===== config.mk =====
export PLATFORM = sky130hd
export DESIGN_NAME = uart_tx_flat
export DESIGN_NICKNAME = d
export VERILOG_FILES = /design/src/rtl/uart_pkg.sv /design/src/rtl/uart_tx_if.sv /design/src/rtl/uart_tx.sv /design/src/flat_wrapper.sv
export SDC_FILE = /design/constraint.sdc
export NUM_CORES = 1
export LEC_CHECK = 0
export CAP_MARGIN = 20
export CORE_UTILIZATION = 55
export CTS_BUF_LIST = sky130_fd_sc_hd__clkbuf_8
export DETAILED_ROUTE_END_ITERATION = 7
export PLACE_DENSITY = 0.83
export SLEW_MARGIN = 10
export SYNTH_ARGS = -nofsm -noshare
export SYNTH_HDL_FRONTEND = slang
export SYNTH_SLANG_ARGS = --single-unit

===== constraint.sdc =====
create_clock -name clk -period 2.4 [get_ports clk]
set_input_delay 0.36 -clock clk [delete_from_list [all_inputs] [get_ports clk]]
set_output_delay 0.36 -clock clk [all_outputs]
set_load 0.005 [all_outputs]

===== src/rtl/uart_pkg.sv =====
// Shared UART types and default timing constants.
package uart_pkg;

    localparam int unsigned DEF_CLK_FREQ = 50_000_000;
    localparam int unsigned DEF_BAUD     = 115_200;
    localparam int unsigned DATA_W       = 8;
    localparam int unsigned BIT_IDX_W    = 3;

    // Transmitter frame phases.
    typedef enum logic [1:0] {
        IDLE  = 2'd0,
        START = 2'd1,
        DATA  = 2'd2,
        STOP  = 2'd3
    } state_e;

    // Integer clocks per line bit.
    function automatic int unsigned clks_per_bit(int unsigned clk_freq, int unsigned baud);
        return clk_freq / baud;
    endfunction

endpackage


===== src/rtl/uart_tx_if.sv =====
// Requester-to-transmitter handshake plus the serial line.
interface uart_tx_if;
    import uart_pkg::*;

    logic              start;
    logic [DATA_W-1:0] data;
    logic              tx;
    logic              busy;

    modport master (output start, output data, input tx, input busy);
    modport slave  (input start, input data, output tx, output busy);

endinterface


===== src/rtl/uart_tx.sv =====
// 8N1 UART transmitter: one accepted start sends one frame, tx/busy straight from flops.
module uart_tx
    import uart_pkg::*;
#(
    parameter int unsigned CLK_FREQ = DEF_CLK_FREQ,
    parameter int unsigned BAUD     = DEF_BAUD
) (
    input  logic      clk,
    input  logic      rst_n,
    uart_tx_if.slave  bus
);

    localparam int unsigned CLKS_PER_BIT = clks_per_bit(CLK_FREQ, BAUD);
    localparam int unsigned CNT_W        = (CLKS_PER_BIT < 2) ? 1 : $clog2(CLKS_PER_BIT);

    // A bit period shorter than two clocks cannot be timed by this counter.
    if (CLKS_PER_BIT < 2) begin : g_bad_baud
        $error("uart_tx: CLK_FREQ/BAUD must be at least 2");
    end

    state_e               state_q;
    logic [CNT_W-1:0]     baud_cnt_q;
    logic [BIT_IDX_W-1:0] bit_idx_q;
    logic [DATA_W-1:0]    shift_q;
    logic                 tx_q;
    logic                 busy_q;
    logic                 bit_end_c;

    // Last clock of the current bit period.
    assign bit_end_c = (baud_cnt_q == CNT_W'(CLKS_PER_BIT - 1));

    // Frame sequencer; the shift register always presents the next data bit in bit 0/1.
    always_ff @(posedge clk or negedge rst_n) begin
        if (!rst_n) begin
            state_q    <= IDLE;
            baud_cnt_q <= '0;
            bit_idx_q  <= '0;
            shift_q    <= '0;
            tx_q       <= 1'b1;
            busy_q     <= 1'b0;
        end else begin
            case (state_q)
                IDLE: begin
                    if (bus.start) begin
                        shift_q    <= bus.data;
                        baud_cnt_q <= '0;
                        bit_idx_q  <= '0;
                        tx_q       <= 1'b0;
                        busy_q     <= 1'b1;
                        state_q    <= START;
                    end
                end
                START: begin
                    if (bit_end_c) begin
                        baud_cnt_q <= '0;
                        bit_idx_q  <= '0;
                        tx_q       <= shift_q[0];
                        state_q    <= DATA;
                    end else begin
                        baud_cnt_q <= baud_cnt_q + CNT_W'(1);
                    end
                end
                DATA: begin
                    if (bit_end_c) begin
                        baud_cnt_q <= '0;
                        if (bit_idx_q == BIT_IDX_W'(DATA_W - 1)) begin
                            tx_q    <= 1'b1;
                            state_q <= STOP;
                        end else begin
                            tx_q      <= shift_q[1];
                            shift_q   <= {1'b0, shift_q[DATA_W-1:1]};
                            bit_idx_q <= bit_idx_q + BIT_IDX_W'(1);
                        end
                    end else begin
                        baud_cnt_q <= baud_cnt_q + CNT_W'(1);
                    end
                end
                STOP: begin
                    if (bit_end_c) begin
                        baud_cnt_q <= '0;
                        busy_q     <= 1'b0;
                        state_q    <= IDLE;
                    end else begin
                        baud_cnt_q <= baud_cnt_q + CNT_W'(1);
                    end
                end
                default: begin
                    baud_cnt_q <= '0;
                    bit_idx_q  <= '0;
                    tx_q       <= 1'b1;
                    busy_q     <= 1'b0;
                    state_q    <= IDLE;
                end
            endcase
        end
    end

    assign bus.tx   = tx_q;
    assign bus.busy = busy_q;

endmodule


===== src/flat_wrapper.sv =====
// flat-port wrapper written by rule: the top's interface ports become plain ports
module uart_tx_flat import uart_pkg::*;
#(
    parameter int unsigned CLK_FREQ = DEF_CLK_FREQ,
    parameter int unsigned BAUD     = DEF_BAUD
)
  (clk, rst_n, bus_start, bus_data, bus_tx, bus_busy);
  uart_tx_if bus_i ();
  input  logic clk;
  input  logic rst_n;
  input wire logic [$bits(bus_i.start)-1:0] bus_start;
  input wire logic [$bits(bus_i.data)-1:0] bus_data;
  output wire logic [$bits(bus_i.tx)-1:0] bus_tx;
  output wire logic [$bits(bus_i.busy)-1:0] bus_busy;
  assign bus_i.start = bus_start;
  assign bus_i.data = bus_data;
  assign bus_tx = bus_i.tx;
  assign bus_busy = bus_i.busy;
  uart_tx #(.CLK_FREQ(CLK_FREQ), .BAUD(BAUD)) u_core (.clk(clk), .rst_n(rst_n), .bus(bus_i));
endmodule

# --- Word-level counts from Yosys, hierarchy flattened ---
# Index checks and enable logic that the tools add are counted.
totals:
  reg_bits: 24
  output_inout_bits: 2
  word_cells: 55
classes:
  addsub: 2
  n_eq_ne: 11
  muxes: 26
  n_reduce_logical: 10
ops:
  columns: ["op", "n"]
  rows:
  - ["two-way mux 8 bit", 3]
  - ["two-way mux 9 bit", 2]
  - ["case mux 9 bit (2 select lines)", 1]
  - ["case mux 8 bit (2 select lines)", 1]
  - ["two-way mux 3 bit", 4]
  - ["two-way mux 2 bit", 5]
  - ["AND reduction 5 bit", 2]
  - ["adder 9 x 1 -> 9 bit, second input constant", 1]
  - ["== test 9 bit, second input constant", 1]
  - ["case mux 3 bit (3 select lines)", 1]
  - ["!= test 2 x 1 -> 1 bit, second input constant", 4]
  - ["case mux 2 bit (4 select lines)", 1]
  - ["AND reduction 4 bit", 2]
  - ["two-way mux 1 bit", 6]
  - ["== test 2 bit, second input constant", 2]
  - ["!= test 2 bit, second input constant", 2]
  - ["nonzero test 2 bit", 2]
  - ["adder 3 x 1 -> 3 bit, second input constant", 1]
  - ["== test 3 bit, second input constant", 1]
  - ["case mux 1 bit (3 select lines)", 1]
  - ["AND reduction 3 bit", 1]
  - ["nonzero test 3 bit", 1]
  - ["OR reduction 3 bit", 1]
  - ["== test 2 x 1 -> 1 bit, second input constant", 1]
  - ["2 further kinds", 2]

# --- Logic depth before layout (Yosys ltp) ---
# Gate-level depths: netlist of the first run.
depth:
  word_depth: 4
  mapped_depth: 7
  ltp_nobuf: 6

# --- Worst setup path after synthesis of the first run ---
# OpenSTA, ideal clock, no wires.
synth_timing:
  path_type: "reg2reg"
  start: "reg u_core.state_q[0]"
  end: "reg u_core.state_q[1]"
  setup_time_ns: 0.125
  arrival_time_ns: 1.646
  t_required_ns: 2.275
  slack_ns: 0.629
  stages_incl_launch_ff: 6
  n_path_buf: 0
  period_less_slack_ns: 1.771
  path_cell_list: "dfrtp_1 inv_1 ha_1 or3_1 a211oi_2 mux2_2"
synth_via:
  elab_chain_len: 3
  elab_cells_between_ends: 11
  cone_classes: "eq/ne (8); mux (1); reduce/logical (2)"
synth_rtl:
  columns: ["element", "line_no", "text"]
  rows:
  - ["start: declaration", "uart_tx.sv:21", "state_e state_q;"]
  - ["start signal: assignment", "uart_tx.sv:35", "state_q <= IDLE;"]
  - ["start signal: assignment", "uart_tx.sv:50", "state_q <= START;"]
  - ["start signal: assignment", "uart_tx.sv:58", "state_q <= DATA;"]
  - ["== test 2 bit (tied with other cells)", "uart_tx.sv:42", "case (state_q)"]
  - ["!= test 2 x 1 -> 1 bit (no line) / != test 2 bit (equally long branches)", null, null]
  - ["AND reduction 5 bit (no line)", null, null]
# Several ways; a longest one is shown, not always the timed one.
# A chain may end at the register's enable or synchronous reset.

# --- Worst setup path after layout of the first run ---
layout_timing:
  start: "reg u_core.state_q[0]"
  end: "reg u_core.shift_q[2]"
layout_via:
  elab_chain_len: 3
  elab_cells_between_ends: 8
  cone_classes: "eq/ne (4); mux (1); reduce/logical (3)"
layout_rtl:
  columns: ["element", "line_no", "text"]
  rows:
  - ["== test 2 bit / logical NOT 2 bit (equally long branches)", "uart_tx.sv:42", null]
  - ["!= test 2 x 1 -> 1 bit (no line) (tied with other cells)", null, null]
  - ["AND reduction 4 bit (no line)", null, null]
  - ["end signal: assignment", "uart_tx.sv:45", "shift_q <= bus.data;"]
  - ["end signal: assignment", "uart_tx.sv:71", "shift_q <= {1'b0, shift_q[DATA_W-1:1]};"]
  - ["end: declaration", "uart_tx.sv:24", "logic [DATA_W-1:0] shift_q;"]
# Several ways; a longest one is shown, not always the timed one.

==> results.md, run 1 <==
- Number of buffers inserted during clock tree synthesis: 3
- Initial antenna violation count: 0
- Buffer cell driving the clock tree root: sky130_fd_sc_hd__clkbuf_8
- Fin. Hold Viols: 0
- Peak Freq: 487.8 MHz
- X dimension of the die: approximately 52 microns
- Kind of capture point of the worst setup path: register
- Core occupancy in the finished layout: 68.94%
- Number of pins with negative max-slew slack in the final report: 0
- Antenna Cells: 0
- Class of the most critical setup path: reg2reg
- Die area: approximately 2700 sq um
- First-pass GRT wire length: 4126 microns
- Post-detailed-route wirelength per cell: 14.68 microns
- Num rows: 17
- Total of hold buffers inserted after clock tree synthesis: 0
- Synthesized netlist net count: 144
- Floorplan Core Area: approximately 2300 sq um
- # DRC: 0
- Worst min-delay path category: in2async
- Number of instances in the synthesized netlist: 124
- Endpoint of the worst-slack reg-to-reg timing path: u_core.shift_q[2]
- Status: finished clean
- Setup clock skew after layout: ~3.4 ps
- Highest fanout seen on the critical path: 8
- H-tree Lvls: 1
- Static Leakage: 0.7018 nW
- Worst ir drop on vdd: 0.3841 mV
- Number of cells on the critical path: 6
- Largest net degree at the start of global routing: 25
- Min cycle time layout: ~2100 ps
- Synthesized area divided by synthesized cell count: 10.99 sq um
- Number of buffers on the longest clock path: 2
- Cell at the slowest stage of the critical path: sky130_fd_sc_hd__dfrtp_1
- Family of cells with the greatest summed delay on the critical path: simple AND/OR/NAND/NOR gates
- Synth unique cells: 38
- Worst rel slew slack: 71.82%
- Data required time of the critical path: 2550 ps
- Total power density per cell area: 439.6 nW/um^2
- Count of cells resized by post-cts repair: 0
- CP endpoint: u_core.shift_q[2]
- RePlAce Congestion: 0.8105
- Proportion of layout cells with a drive suffix above 1: between 20% and 30%
- Max-cap check violation count: 0
- Final total power: 0.6897 mW
- Number of buffers added for setup after CTS: 0
- Leftover overflow at the end of global routing: 0
- Drt initial violations: 16
- Cell area after technology mapping: 1363 sq um
- CP cell instances: inv_1 -> ha_1 -> nor2b_1 -> a32oi_1 -> nor2_4 -> mux2_2
- Final Routed Wirelength: 2467 microns
- Share of the clock period used by the worst path: between 80% and 90%
- Overall via count from detail_route: about 1000
- RSZ-0062 raised after global routing: no
- FF-to-FF Start: u_core.state_q[0]
- Share of synthesized area occupied by flip-flops and latches: between 40% and 50%
- Area delta synth->final: 15.15%
- CTS tree: yes
- Cell depth of the worst flop-to-flop path: 6
- Number of nets with antenna violations after routing: 0
- YS warnings: 0
- Crit path largest cell delay: a little over 400 ps
- Buffer and inverter count on the worst path: 1
- Clock Sink Count: 24
- Total iterations of the first detailed-routing run: 4
- Most common cell after layout, fill and taps aside: sky130_fd_sc_hd__dfrtp_1
- Crit path from: u_core.state_q[0]
- Vias in the first global route: around 970
- Data arrival time at the worst-slack endpoint: 2200 ps
- #FFs+latches synth: 24
- GRT Overall Usage: 21.20%
- Number of primary I/O pins: 13
- Most used cells in the layout excluding fill and tap cells: sky130_fd_sc_hd__dfrtp_1 (23), sky130_fd_sc_hd__mux2_2 (17), sky130_fd_sc_hd__clkdlybuf4s50_1 (12)
- Buffers added on ports: 12
- Reg2Reg Setup Slack: 350 ps
- Final net count: 161
- Category of the worst setup path launch point: register
- Clock-pin slew reported for the worst setup and hold paths after clock tree synthesis: 80 ps
- Starting utilization of the core area: approximately three fifths
- Post-detail-place hpwl: 1885 microns
- Vias per std cell: slightly above 6
- Final TNS setup: 0 ps
- Setup violation total in the final timing report: 0
- Slew at the pin closest to its max-slew limit: between 400 and 500 ps
- Y dimension of the die: between 50 and 60 microns
- Clock latency of the later-clocked register in the worst-skew pair: 270 ps
## where the power goes
part           internal (mW)  leakage (nW)  switching, mW
sequential             0.410         0.300        0.00316
clock                  0.114        0.0269          0.122
combinational         0.0258         0.374         0.0143
## cells in the mapped netlist, drive strengths merged
cell type / count / area share, %
mux2i: 2 / 1.5
nor2: 8 / 2.8
nand3b: 1 / 0.55
o22ai: 1 / 0.46
nor4b: 1 / 1.7
nand4: 1 / 0.46
and3: 1 / 0.46
a22o: 4 / 2.7
ha: 9 / 8.3
a31o: 1 / 0.64
o211ai: 1 / 0.55
or3: 1 / 0.46
dfrtp: 23 / 42
and4: 2 / 1.4
buf: 1 / 0.37
nand2: 11 / 3.0
inv: 6 / 1.7
nor4: 1 / 0.46
and2b: 1 / 0.55
a21oi: 4 / 1.7
o21ai: 6 / 2.2
xor2: 1 / 0.64
and2: 1 / 0.55
a32oi: 1 / 0.64
a21boi: 1 / 0.55
clkbuf: 1 / 0.28
o31ai: 1 / 0.55
a211oi: 1 / 0.92
mux2: 17 / 14
nand3: 2 / 0.73
a31oi: 6 / 2.8
dfstp: 1 / 1.9
nor2b: 2 / 0.92
nand2b: 3 / 1.4
## routing by layer
layer | vias to the layer above | part of all wire (%) | global-route usage (%)
met5 | - | 0 | 0
met4 | 0 | 1.5 | 5.405
met3 | 6 | 4.1 | 6.140
met2 | 24 | 49 | 37.66
met1 | 505 | 45 | 24.81
li1 | 484 | - | -
## per-stage QoR
| stage | area (sq um) | hold WS (ps) | cells | setup WS [ps] |
|---|---|---|---|---|
| 2_1_floorplan | 1363 | 64.41 | 124 | 629.3 |
| 3_3_place_gp | 1524 | 480.4 | 164 | 360.7 |
| 3_5_place_dp | 1524 | 491.9 | 164 | 366.5 |
| 4_1_cts | 1569 | 454.5 | 168 | 354.0 |
| 5_1_grt | 1569 | 467.1 | 168 | 219.5 |
| 6_report | 1569 | 448.8 | 168 | 350.0 |
## worst min-delay path by stage
stage | startpoint | end | slack [ps] | cells after the start
floorplan | rst_n | u_core.baud_cnt_q[0] | 60 | 0
global placement | u_core.baud_cnt_q[8] | u_core.baud_cnt_q[8] | 480 | 1
detailed placement | u_core.shift_q[4] | u_core.shift_q[4] | 490 | 1
CTS | rst_n | u_core.baud_cnt_q[6] | 450 | 2
global route | rst_n | u_core.baud_cnt_q[8] | 470 | 2
finish | rst_n | u_core.baud_cnt_q[8] | 450 | 2
## worst reg2reg max path, stage by stage (launching register included)
cell                      delay [ps]
sky130_fd_sc_hd__dfrtp_1         410
sky130_fd_sc_hd__inv_1           140
sky130_fd_sc_hd__ha_1            310
sky130_fd_sc_hd__nor2b_1         280
sky130_fd_sc_hd__a32oi_1         200
sky130_fd_sc_hd__nor2_4          230
sky130_fd_sc_hd__mux2_2          370
## cell families (layout without fill, tap and decap cells)
| kind of cell | Yosys count | count (layout) | synth area share, % |
|---|---|---|---|
| compound gates | 27 | 27 | 13.68 |
| xor+xnor | 1 | 1 | 0.6429 |
| mux | 19 | 19 | 15.52 |
| buf+inv | 8 | 24 | 2.295 |
| fa+ha+maj | 9 | 9 | 8.265 |
| flops | 24 | 24 | 44.17 |
| simple gates | 36 | 36 | 15.43 |
## sequential cells by signal, indices dropped and copies added (netlist names)
register           cells
u_core.state_q         2
u_core.bus.busy        1
u_core.bus.tx          1
u_core.shift_q         8
u_core.bit_idx_q       3
u_core.baud_cnt_q      9
## cell type report
type | instances | area (sq um)
clock buffers | 3 | 41.29
clock inverters | 1 | 3.754
fillers | 166 | 706.9
inverters | 6 | 22.52
multi-input cells | 92 | 729.5
flip-flops and latches | 24 | 601.8
well taps | 28 | 35.03
repair buffers | 14 | 135.1
Note: power is estimated with default switching activity, not from simulation.
==> inputs of run 2 (changes only) <==
--- a/config.mk
+++ b/config.mk
@@ -10,7 +10,6 @@
 export CTS_BUF_LIST = sky130_fd_sc_hd__clkbuf_8
 export DETAILED_ROUTE_END_ITERATION = 7
 export PLACE_DENSITY = 0.83
-export SLEW_MARGIN = 10
 export SYNTH_ARGS = -nofsm -noshare
 export SYNTH_HDL_FRONTEND = slang
 export SYNTH_SLANG_ARGS = --single-unit
==> results of run 2 <==
No change in the layout: final DEF, timing and power equal those of run 1.
==> inputs of run 3 (changes only) <==
--- a/config.mk
+++ b/config.mk
@@ -7,9 +7,10 @@
 export LEC_CHECK = 0
 export CAP_MARGIN = 20
 export CORE_UTILIZATION = 55
-export CTS_BUF_LIST = sky130_fd_sc_hd__clkbuf_8
+export CTS_BUF_LIST = sky130_fd_sc_hd__clkbuf_16
 export DETAILED_ROUTE_END_ITERATION = 7
 export PLACE_DENSITY = 0.83
 export SYNTH_ARGS = -nofsm -noshare
 export SYNTH_HDL_FRONTEND = slang
 export SYNTH_SLANG_ARGS = --single-unit
+export TNS_END_PERCENT = 30
==> run 3 against run 2 <==
- fmax down 0.50%
- clock power up 54%
- combinational power about the same
- design area up 2.2%
- critical path depth unchanged
- critical endpoint unchanged
- largest cell class unchanged
==> results.md, run 3 (same netlist as run 1, synthesis figures left out) <==
- Total power density per cell area: a little over 500 nW/um^2
- Number of buffers on the longest clock path: 2
- Clock latency of the later-clocked register in the worst-skew pair: about 260 ps
- RSZ-0062 raised after global routing: no
- CP endpoint: u_core.shift_q[2]
- Starting utilization of the core area: 59.87%
- FF-to-FF Start: u_core.state_q[0]
- Number of primary I/O pins: 13
- Floorplan Core Area: 2276 sq um
- Number of nets with antenna violations after routing: 0
- Total of hold buffers inserted after clock tree synthesis: 0
- Fin. Hold Viols: 0
- Area of placed instances: between 1500 and 2000 sq um
- Largest net degree at the start of global routing: 25
- Crit path from: u_core.state_q[0]
- Most common cell after layout, fill and taps aside: sky130_fd_sc_hd__dfrtp_1
- Final Routed Wirelength: 2514 microns
- Post-detailed-route wirelength per cell: 14.96 microns
- Data required time of the critical path: 2540 ps
- GRT Overall Usage: 21.70%
- Worst ir drop on vdd: 0.4688 mV
- Reg2Reg Setup Slack: 340 ps
- Registers with the highest flip-flop counts: u_core.baud_cnt_q x9, u_core.shift_q x8, u_core.bit_idx_q x3
- Share of the clock period used by the worst path: between 80% and 90%
- Peak Freq: slightly below 500 MHz
- Vias in the first global route: 973
- Final total power: 0.8173 mW
- Clock Sink Count: 24
- Initial antenna violation count: 0
- Count of cells resized by post-cts repair: 0
- Class of the most critical setup path: reg2reg
- H-tree Lvls: 1
- Final std cell area, no fill: between 1500 and 2000 sq um
- Static Leakage: 0.7172 nW
- Category of the worst setup path launch point: register
- Setup violation total in the final timing report: 0
- Data arrival time at the worst-slack endpoint: between 2000 and 2500 ps
- Status: finished clean
- First-pass GRT wire length: 4174 microns
- Cell depth of the worst flop-to-flop path: 6
- Number of buffers inserted during clock tree synthesis: 3
- # DRC: 0
- Overall via count from detail_route: approximately 1000
- Worst rel slew slack: 73.46%
- Number of pins with negative max-slew slack in the final report: 0
- Num rows: 17
- X dimension of the die: 51.78 microns
- Post-detail-place hpwl: about 1900 microns
- Most used cells in the layout excluding fill and tap cells: sky130_fd_sc_hd__dfrtp_1 (23), sky130_fd_sc_hd__mux2_2 (17), sky130_fd_sc_hd__clkdlybuf4s50_1 (12)
- Buffer cell driving the clock tree root: sky130_fd_sc_hd__clkbuf_16
- Worst min-delay path category: in2async
- Vias per std cell: 5.988
- Endpoint of the worst-slack reg-to-reg timing path: u_core.shift_q[2]
- Area delta synth->final: 17.63%
- CTS tree: yes
- Slew at the pin closest to its max-slew limit: 398.1 ps
- Proportion of layout cells with a drive suffix above 1: between 20% and 30%
- Clock-pin slew reported for the worst setup and hold paths after clock tree synthesis: 60 ps
- Min cycle time layout: 2060 ps
- Die area: 2681 sq um
- Number of buffers added for setup after CTS: 0
- Y dimension of the die: 51.78 microns
- Setup clock skew after layout: 3.887 ps
- Final TNS setup: 0 ps
- Final net count: between 150 and 200
- Highest fanout seen on the critical path: 8
- Max-cap check violation count: 0
- RePlAce Congestion: 0.8105
- Total iterations of the first detailed-routing run: 4
- Buffers added on ports: 12
- Kind of capture point of the worst setup path: register
- Register with the most flip-flops: u_core.baud_cnt_q
- Antenna Cells: 0
- Drt initial violations: 26
- Number of flip-flops under the largest register name: 9
- Final-layout worst hold slack: ~460 ps
- Leftover overflow at the end of global routing: 0
run 3: changes by cell type in the layout (fill, tap and decap cells not counted):
cell,before,now
sky130_fd_sc_hd__clkbuf_8,3,0
sky130_fd_sc_hd__clkbuf_16,0,3
run 3: per-layer routing:
layer	GRT usage, %	vias to the layer above	share of wire (%)
li1	-	480	-
met1	25.37	490	46
met2	37.66	31	48
met3	3.509	5	4.2
met4	11.71	0	1.9
met5	0	-	0
run 3: metrics by stage:
stage               setup WS, ps  util (%)  cells
CTS                        352.7     70.42    168
finish                     339.7     70.42    168
detailed placement         366.5     66.96    164
global route               209.6     70.42    168
global placement           360.7     66.96    164
floorplan                  629.3         -    124
run 3: worst min-delay path by stage:
stage	end	slack, ps
3_5_place_dp	u_core.shift_q[4]	490
4_1_cts	u_core.baud_cnt_q[6]	470
2_1_floorplan	u_core.baud_cnt_q[0]	60
6_report	u_core.baud_cnt_q[8]	460
3_3_place_gp	u_core.baud_cnt_q[8]	480
5_1_grt	u_core.baud_cnt_q[6]	500
run 3: cell type report:
cell class | instances | area (sq um)
Inverter | 6 | 22.52
Tap cell | 28 | 35.03
Timing Repair Buffer | 14 | 135.1
Clock inverter | 1 | 3.754
Sequential cell | 24 | 601.8
Clock buffer | 3 | 75.07
Fill cell | 159 | 673.1
Multi-Input combinational cell | 92 | 729.5
run 3: power by group:
group	switching [mW]	internal [mW]	leakage, nW	total, mW
clock network	0.140	0.223	0.0423	0.363
registers	0.00334	0.411	0.300	0.414
logic	0.0143	0.0259	0.374	0.0402
total	0.158	0.659	0.717	0.817
run 3: critical path: stages (launching register included):
cell,delay [ps]
sky130_fd_sc_hd__dfrtp_1,410
sky130_fd_sc_hd__inv_1,140
sky130_fd_sc_hd__ha_1,310
sky130_fd_sc_hd__nor2b_1,270
sky130_fd_sc_hd__a32oi_1,200
sky130_fd_sc_hd__nor2_4,240
sky130_fd_sc_hd__mux2_2,370
